[src/rtl/matrix_spi_streamer_pkg.sv]
`default_nettype none
// ============================================================================
// Module   : matrix_stream_pkg
// Purpose  : Shared types, counter-width helpers and frame-length arithmetic
//            for the matrix SPI streamer.
// Revision : 1.0 - initial release
// ============================================================================
package matrix_stream_pkg;

  typedef enum logic [1:0] {
    IDLE  = 2'd0,
    LOAD  = 2'd1,
    SHIFT = 2'd2,
    HOLD  = 2'd3
  } state_t;

  // Bit-within-byte counter always counts 0..7.
  localparam int BIT_CNT_W = 3;

  // Phase counter must hold 0..SCK_DIV-1 and never wrap.
  function automatic int phase_cnt_w(input int sck_div);
    return $clog2(sck_div + 1);
  endfunction

  // Latency counter saturates at READ_LATENCY, so it needs one extra code.
  function automatic int lat_cnt_w(input int read_latency);
    return $clog2(read_latency + 1);
  endfunction

  // Cycles from the edge that accepts I_start to the O_frame_done cycle,
  // counting the start cycle itself.
  function automatic int frame_cycles(input int bytes, input int sck_div,
                                      input int read_latency);
    return 1 + read_latency + bytes * 16 * sck_div + sck_div;
  endfunction

endpackage
`default_nettype wire

[src/rtl/matrix_spi_streamer_if.sv]
`default_nettype none
// ============================================================================
// Module   : matrix_spi_streamer_if
// Purpose  : Buffer read port, frame control and SPI pin bundle for the
//            matrix SPI streamer. master = streamer, slave = environment.
// Revision : 1.0 - initial release
// ============================================================================
interface matrix_spi_streamer_if #(
  parameter int CHANNELS = 12,
  parameter int ADDR_W   = 12
) ();

  logic                  I_start;
  logic                  I_data_valid;
  logic [ADDR_W-1:0]     O_read_address;
  logic [CHANNELS*8-1:0] I_data_flat;
  logic                  O_sck;
  logic [CHANNELS-1:0]   O_mosi;
  logic                  O_cs_n;
  logic                  O_busy;
  logic                  O_frame_done;

  modport master (
    input  I_start, I_data_valid, I_data_flat,
    output O_read_address, O_sck, O_mosi, O_cs_n, O_busy, O_frame_done
  );

  modport slave (
    output I_start, I_data_valid, I_data_flat,
    input  O_read_address, O_sck, O_mosi, O_cs_n, O_busy, O_frame_done
  );

endinterface
`default_nettype wire

[src/rtl/matrix_spi_streamer_shifter.sv]
`default_nettype none
// ============================================================================
// Module   : spi_channel_shifter
// Purpose  : Per-channel byte shift register plus prefetch holding register.
//            MSB of the shift register drives the channel MOSI line.
// Revision : 1.0 - initial release
// ============================================================================
module spi_channel_shifter (
  input  wire logic       clk_i,
  input  wire logic       rst_i,
  input  wire logic       clr_i,
  input  wire logic       load_i,
  input  wire logic       capture_i,
  input  wire logic       xfer_i,
  input  wire logic       shift_i,
  input  wire logic [7:0] data_i,
  output logic            msb_o
);

  logic [7:0] shift_q, shift_d;
  logic [7:0] hold_q, hold_d;

  // Next-state: direct load beats transfer beats shift; capture is independent.
  always_comb begin
    shift_d = shift_q;
    hold_d  = hold_q;
    if (capture_i) hold_d = data_i;
    if (load_i) begin
      shift_d = data_i;
    end else if (xfer_i) begin
      shift_d = hold_q;
    end else if (shift_i) begin
      shift_d = {shift_q[6:0], 1'b0};
    end
  end

  // Register update; clear drops both registers so MOSI idles low.
  always_ff @(posedge clk_i) begin
    if (rst_i || clr_i) begin
      shift_q <= '0;
      hold_q  <= '0;
    end else begin
      shift_q <= shift_d;
      hold_q  <= hold_d;
    end
  end

  assign msb_o = shift_q[7];

endmodule
`default_nettype wire

[src/rtl/matrix_spi_streamer.sv]
`default_nettype none
// ============================================================================
// Module   : matrix_spi_streamer
// Purpose  : Walks the frame-store read address through one frame and
//            streams one byte per channel per address onto parallel SPI
//            MOSI lines with shared SCK (mode 0) and CS_n.
// Revision : 1.0 - initial release
// ============================================================================
module matrix_spi_streamer
  import matrix_stream_pkg::*;
#(
  parameter int CHANNELS        = 12,
  parameter int BYTES_PER_FRAME = 2250,
  parameter int ADDR_W          = $clog2(BYTES_PER_FRAME),
  parameter int SCK_DIV         = 4,
  parameter int READ_LATENCY    = 2
) (
  input  wire logic             I_clk,
  input  wire logic             I_rst,
  matrix_spi_streamer_if.master bus
);

  localparam int PH_W  = phase_cnt_w(SCK_DIV);
  localparam int LAT_W = lat_cnt_w(READ_LATENCY);

  localparam logic [ADDR_W-1:0]    LAST_BYTE  = ADDR_W'(BYTES_PER_FRAME - 1);
  localparam logic [ADDR_W-1:0]    FIRST_NEXT = (BYTES_PER_FRAME > 1) ? ADDR_W'(1) : '0;
  localparam logic [PH_W-1:0]      PH_LAST    = PH_W'(SCK_DIV - 1);
  localparam logic [LAT_W-1:0]     LAT_LAST   = LAT_W'(READ_LATENCY - 1);
  localparam logic [LAT_W-1:0]     LAT_MAX    = LAT_W'(READ_LATENCY);
  localparam logic [BIT_CNT_W-1:0] BIT_LAST   = BIT_CNT_W'(7);

  state_t                 state_q, state_d;
  logic [ADDR_W-1:0]      addr_q, addr_d;
  logic [ADDR_W-1:0]      byte_q, byte_d;
  logic [BIT_CNT_W-1:0]   bit_q, bit_d;
  logic [PH_W-1:0]        ph_q, ph_d;
  logic [LAT_W-1:0]       lat_q, lat_d;
  logic                   sck_q, sck_d;
  logic                   cs_n_q, cs_n_d;
  logic                   busy_q, busy_d;
  logic                   done_q, done_d;

  logic                   load_en, cap_en, xfer_en, shift_en, clr_en;
  logic [CHANNELS-1:0]    mosi;

  // Next-state and shifter control; lat_q counts LOAD cycles, then the
  // cycles since the current byte began (saturating) to time the prefetch.
  always_comb begin
    state_d  = state_q;
    addr_d   = addr_q;
    byte_d   = byte_q;
    bit_d    = bit_q;
    ph_d     = ph_q;
    lat_d    = lat_q;
    sck_d    = sck_q;
    cs_n_d   = cs_n_q;
    busy_d   = busy_q;
    done_d   = 1'b0;
    load_en  = 1'b0;
    cap_en   = 1'b0;
    xfer_en  = 1'b0;
    shift_en = 1'b0;
    clr_en   = 1'b0;

    case (state_q)
      IDLE: begin
        if (bus.I_start && bus.I_data_valid) begin
          state_d = LOAD;
          addr_d  = '0;
          lat_d   = '0;
          busy_d  = 1'b1;
        end
      end

      LOAD: begin
        lat_d = lat_q + LAT_W'(1);
        if (lat_q == LAT_LAST) begin
          load_en = 1'b1;
          addr_d  = FIRST_NEXT;
          state_d = SHIFT;
          cs_n_d  = 1'b0;
          sck_d   = 1'b0;
          ph_d    = '0;
          bit_d   = '0;
          byte_d  = '0;
          lat_d   = '0;
        end
      end

      SHIFT: begin
        if (lat_q != LAT_MAX) lat_d = lat_q + LAT_W'(1);
        // Data for the next byte's address is valid READ_LATENCY cycles in.
        if (lat_q == LAT_LAST && byte_q != LAST_BYTE) cap_en = 1'b1;
        if (ph_q == PH_LAST) begin
          ph_d = '0;
          if (!sck_q) begin
            sck_d = 1'b1;
          end else begin
            sck_d = 1'b0;
            if (bit_q == BIT_LAST) begin
              if (byte_q == LAST_BYTE) begin
                // Final shift empties the register so MOSI is low in HOLD.
                state_d  = HOLD;
                shift_en = 1'b1;
              end else begin
                xfer_en = 1'b1;
                byte_d  = byte_q + ADDR_W'(1);
                bit_d   = '0;
                lat_d   = '0;
                if (addr_q != LAST_BYTE) addr_d = addr_q + ADDR_W'(1);
              end
            end else begin
              bit_d    = bit_q + BIT_CNT_W'(1);
              shift_en = 1'b1;
            end
          end
        end else begin
          ph_d = ph_q + PH_W'(1);
        end
      end

      HOLD: begin
        if (ph_q == PH_LAST) begin
          state_d = IDLE;
          cs_n_d  = 1'b1;
          busy_d  = 1'b0;
          addr_d  = '0;
          done_d  = 1'b1;
          clr_en  = 1'b1;
          ph_d    = '0;
          lat_d   = '0;
          bit_d   = '0;
          byte_d  = '0;
        end else begin
          ph_d = ph_q + PH_W'(1);
        end
      end

      default: state_d = IDLE;
    endcase
  end

  // State and counter registers with synchronous reset.
  always_ff @(posedge I_clk) begin
    if (I_rst) begin
      state_q <= IDLE;
      addr_q  <= '0;
      byte_q  <= '0;
      bit_q   <= '0;
      ph_q    <= '0;
      lat_q   <= '0;
      sck_q   <= 1'b0;
      cs_n_q  <= 1'b1;
      busy_q  <= 1'b0;
      done_q  <= 1'b0;
    end else begin
      state_q <= state_d;
      addr_q  <= addr_d;
      byte_q  <= byte_d;
      bit_q   <= bit_d;
      ph_q    <= ph_d;
      lat_q   <= lat_d;
      sck_q   <= sck_d;
      cs_n_q  <= cs_n_d;
      busy_q  <= busy_d;
      done_q  <= done_d;
    end
  end

  for (genvar c = 0; c < CHANNELS; c++) begin : g_ch
    spi_channel_shifter u_shifter (
      .clk_i     (I_clk),
      .rst_i     (I_rst),
      .clr_i     (clr_en),
      .load_i    (load_en),
      .capture_i (cap_en),
      .xfer_i    (xfer_en),
      .shift_i   (shift_en),
      .data_i    (bus.I_data_flat[c*8 +: 8]),
      .msb_o     (mosi[c])
    );
  end

  assign bus.O_read_address = addr_q;
  assign bus.O_sck          = sck_q;
  assign bus.O_mosi         = mosi;
  assign bus.O_cs_n         = cs_n_q;
  assign bus.O_busy         = busy_q;
  assign bus.O_frame_done   = done_q;

endmodule
`default_nettype wire

[src/flat_wrapper.sv]
// flat-port wrapper written by rule: the top's interface ports become plain ports
module matrix_spi_streamer_flat import matrix_stream_pkg::*;
#(
  parameter int CHANNELS        = 12,
  parameter int BYTES_PER_FRAME = 2250,
  parameter int ADDR_W          = $clog2(BYTES_PER_FRAME),
  parameter int SCK_DIV         = 4,
  parameter int READ_LATENCY    = 2
)
  (I_clk, I_rst, bus_I_start, bus_I_data_valid, bus_I_data_flat, bus_O_read_address, bus_O_sck, bus_O_mosi, bus_O_cs_n, bus_O_busy, bus_O_frame_done);
  matrix_spi_streamer_if #(.CHANNELS(CHANNELS), .ADDR_W(ADDR_W)) bus_i ();
  input  wire logic I_clk;
  input  wire logic I_rst;
  input wire logic [$bits(bus_i.I_start)-1:0] bus_I_start;
  input wire logic [$bits(bus_i.I_data_valid)-1:0] bus_I_data_valid;
  input wire logic [$bits(bus_i.I_data_flat)-1:0] bus_I_data_flat;
  output wire logic [$bits(bus_i.O_read_address)-1:0] bus_O_read_address;
  output wire logic [$bits(bus_i.O_sck)-1:0] bus_O_sck;
  output wire logic [$bits(bus_i.O_mosi)-1:0] bus_O_mosi;
  output wire logic [$bits(bus_i.O_cs_n)-1:0] bus_O_cs_n;
  output wire logic [$bits(bus_i.O_busy)-1:0] bus_O_busy;
  output wire logic [$bits(bus_i.O_frame_done)-1:0] bus_O_frame_done;
  assign bus_i.I_start = bus_I_start;
  assign bus_i.I_data_valid = bus_I_data_valid;
  assign bus_i.I_data_flat = bus_I_data_flat;
  assign bus_O_read_address = bus_i.O_read_address;
  assign bus_O_sck = bus_i.O_sck;
  assign bus_O_mosi = bus_i.O_mosi;
  assign bus_O_cs_n = bus_i.O_cs_n;
  assign bus_O_busy = bus_i.O_busy;
  assign bus_O_frame_done = bus_i.O_frame_done;
  matrix_spi_streamer #(.CHANNELS(CHANNELS), .BYTES_PER_FRAME(BYTES_PER_FRAME), .ADDR_W(ADDR_W), .SCK_DIV(SCK_DIV), .READ_LATENCY(READ_LATENCY)) u_core (.I_clk(I_clk), .I_rst(I_rst), .bus(bus_i));
endmodule
[config.mk]
export PLATFORM = sky130hd
export DESIGN_NAME = matrix_spi_streamer_flat
export DESIGN_NICKNAME = d
export VERILOG_FILES = /design/src/rtl/matrix_spi_streamer_pkg.sv /design/src/rtl/matrix_spi_streamer_if.sv /design/src/rtl/matrix_spi_streamer_shifter.sv /design/src/rtl/matrix_spi_streamer.sv /design/src/flat_wrapper.sv
export SDC_FILE = /design/constraint.sdc
export NUM_CORES = 1
export LEC_CHECK = 0
export ABC_AREA = 1
export ABC_CLOCK_PERIOD_IN_PS = 2930
export CAP_MARGIN = 15
export CORE_ASPECT_RATIO = 0.5
export CORE_MARGIN = 3
export CORE_UTILIZATION = 48
export CTS_CLUSTER_SIZE = 20
export DETAILED_ROUTE_END_ITERATION = 7
export HOLD_SLACK_MARGIN = 0.05
export PLACE_DENSITY = 0.7
export SLEW_MARGIN = 20
export SYNTH_ARGS = -nofsm -noshare
export SYNTH_HDL_FRONTEND = slang
export SYNTH_SLANG_ARGS = --single-unit
[constraint.sdc]
create_clock -name I_clk -period 2.93 [get_ports I_clk]
set_clock_uncertainty 0.15 [all_clocks]
set_input_delay 0.7325 -clock I_clk [delete_from_list [all_inputs] [get_ports I_clk]]
set_output_delay 0.7325 -clock I_clk [all_outputs]
set_load 0.1 [all_outputs]
== Word-level counts from Yosys, hierarchy flattened ==
Index checks and enable logic that the tools add are counted.
Storage, ports and cells
  bits of input ports: 100
  output and inout port bits: 28
  memories: 0
  bits in latches: 0
  word-level logic and storage cells: 180
  ROM bits: 0
  register bits: 230
  RAM bits: 0
Operators by class
  eq/ne operators: 20
  muxes and demuxes: 101
  bitwise gates (word level): 0
  reduce and logical (&&, ||, !) cells: 20
  $mul: 0
  magnitude comparators: 0
  shifts and indexed selects: 0
  div/mod/pow operators: 0
  add/subtract/negate cells: 5
Operators by type and width (count)
  $mux 8: 36
  $mux 12: 13
  $pmux 12 s4: 1
  $pmux 12 s3: 1
  $mux 2: 14
  $add 12x1->12 const B: 2
  $ne 12x12->1 const B: 2
  $mux 1: 22
  $mux 3: 7
  $ne 2x1->1 const B: 8
  $pmux 2 s4: 2
  $reduce_and 7->1: 2
  $eq 12x12->1 const B: 1
  $pmux 3 s3: 1
  $reduce_and 3->1: 3
  $reduce_and 8->1: 1
  $reduce_bool 2->1: 4
  $add 3x1->3 const B: 2
  $pmux 1 s2: 3
  $pmux 3 s2: 1
  $reduce_and 6->1: 1
  $reduce_bool 3->1: 2
  $eq 2x1->1 const B: 2
  $eq 2x2->1 const B: 2
  10 further kinds: 13

== Logic depth before layout (Yosys ltp) ==
  depth after elaboration: 9
  mapped depth: 12
  depth with buffers taken out: 12

== Hierarchy ==
A second synthesis with hierarchy kept.
Second synthesis, totals
  cells, all modules: 1874
  area total of the unflattened synthesis: 12145.4 µm²
Modules (own cells, without submodules)
  spi_channel_shifter: cells each 123, sequential area each 320.3 µm², area each 802.0 µm², times used 12
  matrix_spi_streamer: cells each 398, sequential area each 760.7 µm², area each 2521.2 µm², times used 1

== Least setup slack after synthesis ==
OpenSTA, ideal clock, no wires.
  path type: flip-flop to flip-flop
  from: register u_core.addr_q[0], in the netlist u_core.bus.O_read_address[0]
  to: register u_core.addr_q[10], in the netlist u_core.bus.O_read_address[10]
  required time: 2.668 ns
  buffers on the path: 0
  arrival time: 2.130 ns
  period minus slack after synthesis: 2.391 ns
  slack: 0.539 ns
  cell stages (with the launch flop): 11
  path through: dfxtp_1 ha_1 nand2_1 nor2_1 nand3_1 nor2_1 nand2_1 nand2_1 nand2_1 nand2_1 nor2_1
On the way
  longest elaborated chain between the ends: 7
Ends and longest elaborated chain
  start: declaration: line matrix_spi_streamer.sv:34  | logic [ADDR_W-1:0] addr_q, addr_d;
  start signal: assignment: line matrix_spi_streamer.sv:159  | addr_q <= addr_d;
  $add 12x1->12: line matrix_spi_streamer.sv:111  | if (addr_q != LAST_BYTE) addr_d = addr_q + ADDR_W'(1);
  $mux 12: line matrix_spi_streamer.sv:111
  $mux 12: line matrix_spi_streamer.sv:102  | if (byte_q == LAST_BYTE) begin
  $mux 12: line matrix_spi_streamer.sv:101  | if (bit_q == BIT_LAST) begin
  $mux 12: line matrix_spi_streamer.sv:97  | if (!sck_q) begin
  $mux 12: line matrix_spi_streamer.sv:95  | if (ph_q == PH_LAST) begin
  $pmux 12 s4: line matrix_spi_streamer.sv:66  | case (state_q)
Parallel ways exist; a longest one is shown, timed or not. The select of a mux whose other input is x is not followed.
A chain may end at the register's enable or synchronous reset.

== Final worst setup path ==
  from: register u_core.state_q[1]
  to: register u_core.g_ch[6].u_shifter.shift_q[3]
On the way
  longest elaborated chain between the ends: 4
Ends and longest elaborated chain
  start: declaration: line matrix_spi_streamer.sv:33  | state_t state_q, state_d;
  start signal: assignment: line matrix_spi_streamer.sv:158  | state_q <= state_d;
  $eq 2x2->1: line matrix_spi_streamer.sv:66
  $mux 1: line matrix_spi_streamer.sv:66
  $mux 8: line matrix_spi_streamer_shifter.sv:30  | end else if (xfer_i) begin
  $mux 8: line matrix_spi_streamer_shifter.sv:28  | if (load_i) begin
  end signal: assignment: line matrix_spi_streamer_shifter.sv:43  | shift_q <= shift_d;
  end: declaration: line matrix_spi_streamer_shifter.sv:20  | logic [7:0] shift_q, shift_d;
Parallel ways exist; a longest one is shown, timed or not.

==> impl_metrics.yaml <==
sta:
  rsz0062_at_grt: "false"
  whs_ns: 0.303
  fin_crit_sh: 0.856
  max_freq_mhz: 399
  relSlewSlack: 0.618
  worst_slew_pin_slew_ns: 0.574
  finalMaxSlewViolations: 0
  finalSetupTns_ns: 0
  period_needed_ns: 2.51
  setup_viol: 0
  hold_viol: 0
clock_tree:
  numCtsBuffers: 23
  cts.clk_slew.worst_paths_ns: 0.06
  numClockSinks: 230
  cts-root-buf: "clkbuf_16"
  cts_setup_buffers: 0
  ctsResizeCount: 0
  holdBufCountCts: 0
  cts_tree: "built"
  cts_max_level: 1
  clk_latency_ns: 0.53
  clock_path_buffers: 3
power:
  power_switching_uw: 2190
  total_power_uw: 7350
  switching_share: 0.297
  p_seq_frac: 0.447
  p_per_area_mw_per_mm2: 550
  comb_power_share: 0.170
  p_int_uw: 5170
  p_leak_uw: 0.00511
  clkPwrFrac: 0.383
  ir_worst_vdd_mv: 0.304
logic_synthesis:
  synth-seq-cells: 230
  synthCells: 1658
  syn_area_mm2: 0.0115
  synthDistinctLibCells: 31
  syn_nets: 1772
  synth_seq_area_share: 0.402
  yosysWarningCount: 0
  postSynthAreaPerCell_um2: 6.91
placed_design:
  gp_congestion: 0.856
  place_hpwl_mm: 18.9
  numPortBuffers: 127
setup_path:
  r2r-end: "u_core.g_ch[6].u_shifter.shift_q[3]"
  required_ns: 3.23
  crit_path_start: "u_core.state_q[1]"
  cp-endpoint: "u_core.g_ch[6].u_shifter.shift_q[3]"
  cp_data_arrival_time_ns: 2.81
  worstReg2RegStart: "u_core.state_q[1]"
  ff2ff_path_depth: 8
  startpoint_type: "register"
  path_class: "reg2reg"
  cp_max_fo: 43
  worstSetupEndpointType: "register"
  rrSetupSlack_ns: 0.42
detailed_routing:
  vias: 11400
  detail-route-antenna-nets: 0
  drt_pass1_iterations: 6
  avgViaCountPerCell: 5.64
  drt_iter0_markers: 974
  routed_wl_mm: 31.8
  post-route-drc-count: 0
  wl_per_cell_um: 15.7
final_layout:
  syn2layout_area_growth_pct: 16.7
  fin_nets: 1809
  drive_gt1_frac: 0.0649
  n_antenna_cell: 0
status:
  status: "complete, no violations"
flow_run:
  cap_viol_max_count: 0
worst_hold_path:
  hp-class: "reg2reg"
global_route:
  overflow: 0
  grt_pass1_wl_mm: 52.6
  antenna_found_initial: 0
  track_usage: 0.240
  grt_max_degree: 109
  grt_pass1_vias: 11100
floorplanning:
  die_w_um: 224
  ios: 128
  start_util: 0.495
  dieArea_mm2: 0.0259
  rows: 39
  die_h_um: 115
  core-area_mm2: 0.0231
==> metrics by stage <==
step	util	setup slack, ns	cell area, µm²	cells
2_1_floorplan	-	0.539	11500	1658
3_3_place_gp	0.547	0.486	12700	1977
3_5_place_dp	0.547	0.397	12700	1977
4_1_cts	0.578	0.411	13400	2018
5_1_grt	0.578	0.217	13400	2018
6_report	0.578	0.421	13400	2018
==> cells in the mapped netlist <==
library cell | n | area share
nand2_2 | 5 | 0.0027
nor4_1 | 1 | 0.00055
dfxtp_1 | 230 | 0.40
buf_6 | 11 | 0.011
o21ai_0 | 116 | 0.051
o21ai_1 | 91 | 0.040
o21a_1 | 12 | 0.0079
a21oi_2 | 1 | 0.00076
buf_1 | 21 | 0.0069
buf_4 | 20 | 0.013
clkinv_1 | 2 | 0.00066
ha_1 | 14 | 0.015
nand4_1 | 93 | 0.051
nand3_4 | 1 | 0.0015
inv_2 | 6 | 0.0020
nand2_1 | 227 | 0.074
xnor2_1 | 1 | 0.00076
a21oi_1 | 295 | 0.13
nand3_2 | 2 | 0.0017
nor3_1 | 18 | 0.0079
nand3_1 | 110 | 0.048
a31oi_1 | 1 | 0.00055
inv_1 | 220 | 0.072
a211oi_1 | 1 | 0.00066
buf_2 | 36 | 0.016
xor2_1 | 4 | 0.0031
nor3b_1 | 1 | 0.00066
o21bai_1 | 2 | 0.0013
nor2_2 | 3 | 0.0016
clkbuf_1 | 54 | 0.018
nor2_1 | 59 | 0.019
==> sequential cells by signal, indices dropped and copies added, names as in the netlist <==
name / flops
u_core.lat_q: 2
u_core.byte_q: 12
u_core.bus.O_frame_done: 1
u_core.g_ch.u_shifter.shift_q: 96
u_core.g_ch.u_shifter.hold_q: 96
u_core.bus.O_read_address: 12
u_core.bus.O_sck: 1
u_core.bit_q: 3
u_core.ph_q: 3
u_core.state_q: 2
u_core.bus.O_cs_n: 1
u_core.bus.O_busy: 1
==> cells in the final DEF, fill, tap and decap left out, types with 9 or more instances in the layout <==
master and n:
a21oi_1 295, dfxtp_1 230, nand2_1 227, inv_1 218, o21ai_0 116, nand3_1 110, clkdlybuf4s50_1 99, nand4_1 93
o21ai_1 91, nor2_1 59, buf_4 46, clkbuf_16 23, nor3_1 18, ha_1 13, o21a_1 12, buf_12 9
==> final cells by class <==
cell class / instances / area (µm²)
fillers: 2166 / 9760
multi-input cells: 1058 / 5300
flip-flops and latches: 230 / 4600
repair buffers: 154 / 1520
inverters: 228 / 860
clock buffers: 33 / 653
well taps: 307 / 384
clock inverters: 8 / 50.0
==> metal layers <==
layer,track usage,share of wire,vias to the layer above
li1,-,-,5598
met1,0.311,0.44,5392
met2,0.416,0.48,344
met3,0.0385,0.055,57
met4,0.0723,0.024,0
met5,0,0,-
==> worst min-delay path by stage <==
stage | startpoint | endpoint | cells after the start
after detailed placement | u_core.g_ch[0].u_shifter.hold_q[1] | u_core.g_ch[0].u_shifter.hold_q[1] | 2
after global placement | u_core.g_ch[6].u_shifter.hold_q[5] | u_core.g_ch[6].u_shifter.hold_q[5] | 2
after CTS | u_core.g_ch[0].u_shifter.hold_q[1] | u_core.g_ch[0].u_shifter.hold_q[1] | 2
after global routing | u_core.g_ch[11].u_shifter.hold_q[5] | u_core.g_ch[11].u_shifter.hold_q[5] | 2
final | u_core.g_ch[1].u_shifter.hold_q[1] | u_core.g_ch[1].u_shifter.hold_q[1] | 2
after floorplan | u_core.g_ch[0].u_shifter.hold_q[1] | u_core.g_ch[0].u_shifter.hold_q[1] | 2
==> power by group through the flow <==
stage / Clock, µW / Sequential (µW) / Combinational [µW]
floorplan: 0 / 3440 / 722
global placement: 0 / 3350 / 1210
detailed placement: 0 / 3360 / 1230
CTS: 2870 / 3290 / 1240
global route: 3000 / 3300 / 1370
finish: 2820 / 3290 / 1250
==> critical path: stages, from the launching register on <==
cell and delay [ns]:
dfxtp_1 0.39, inv_1 0.10, ha_1 0.30, nand2_4 0.34
nand2_4 0.28, inv_2 0.12, buf_4 0.45, a21oi_1 0.09
a21oi_1 0.18
==> cells by family after synthesis <==
group | share of synthesized area
and+or+nand+nor | 0.209
DFF | 0.402
buffers and inverters | 0.139
xor gates and xnor gates | 0.00382
adders and majority gates | 0.0153
AOI/OAI and AO/OA | 0.231
No activity file was read; power rests on OpenSTA's default activity.
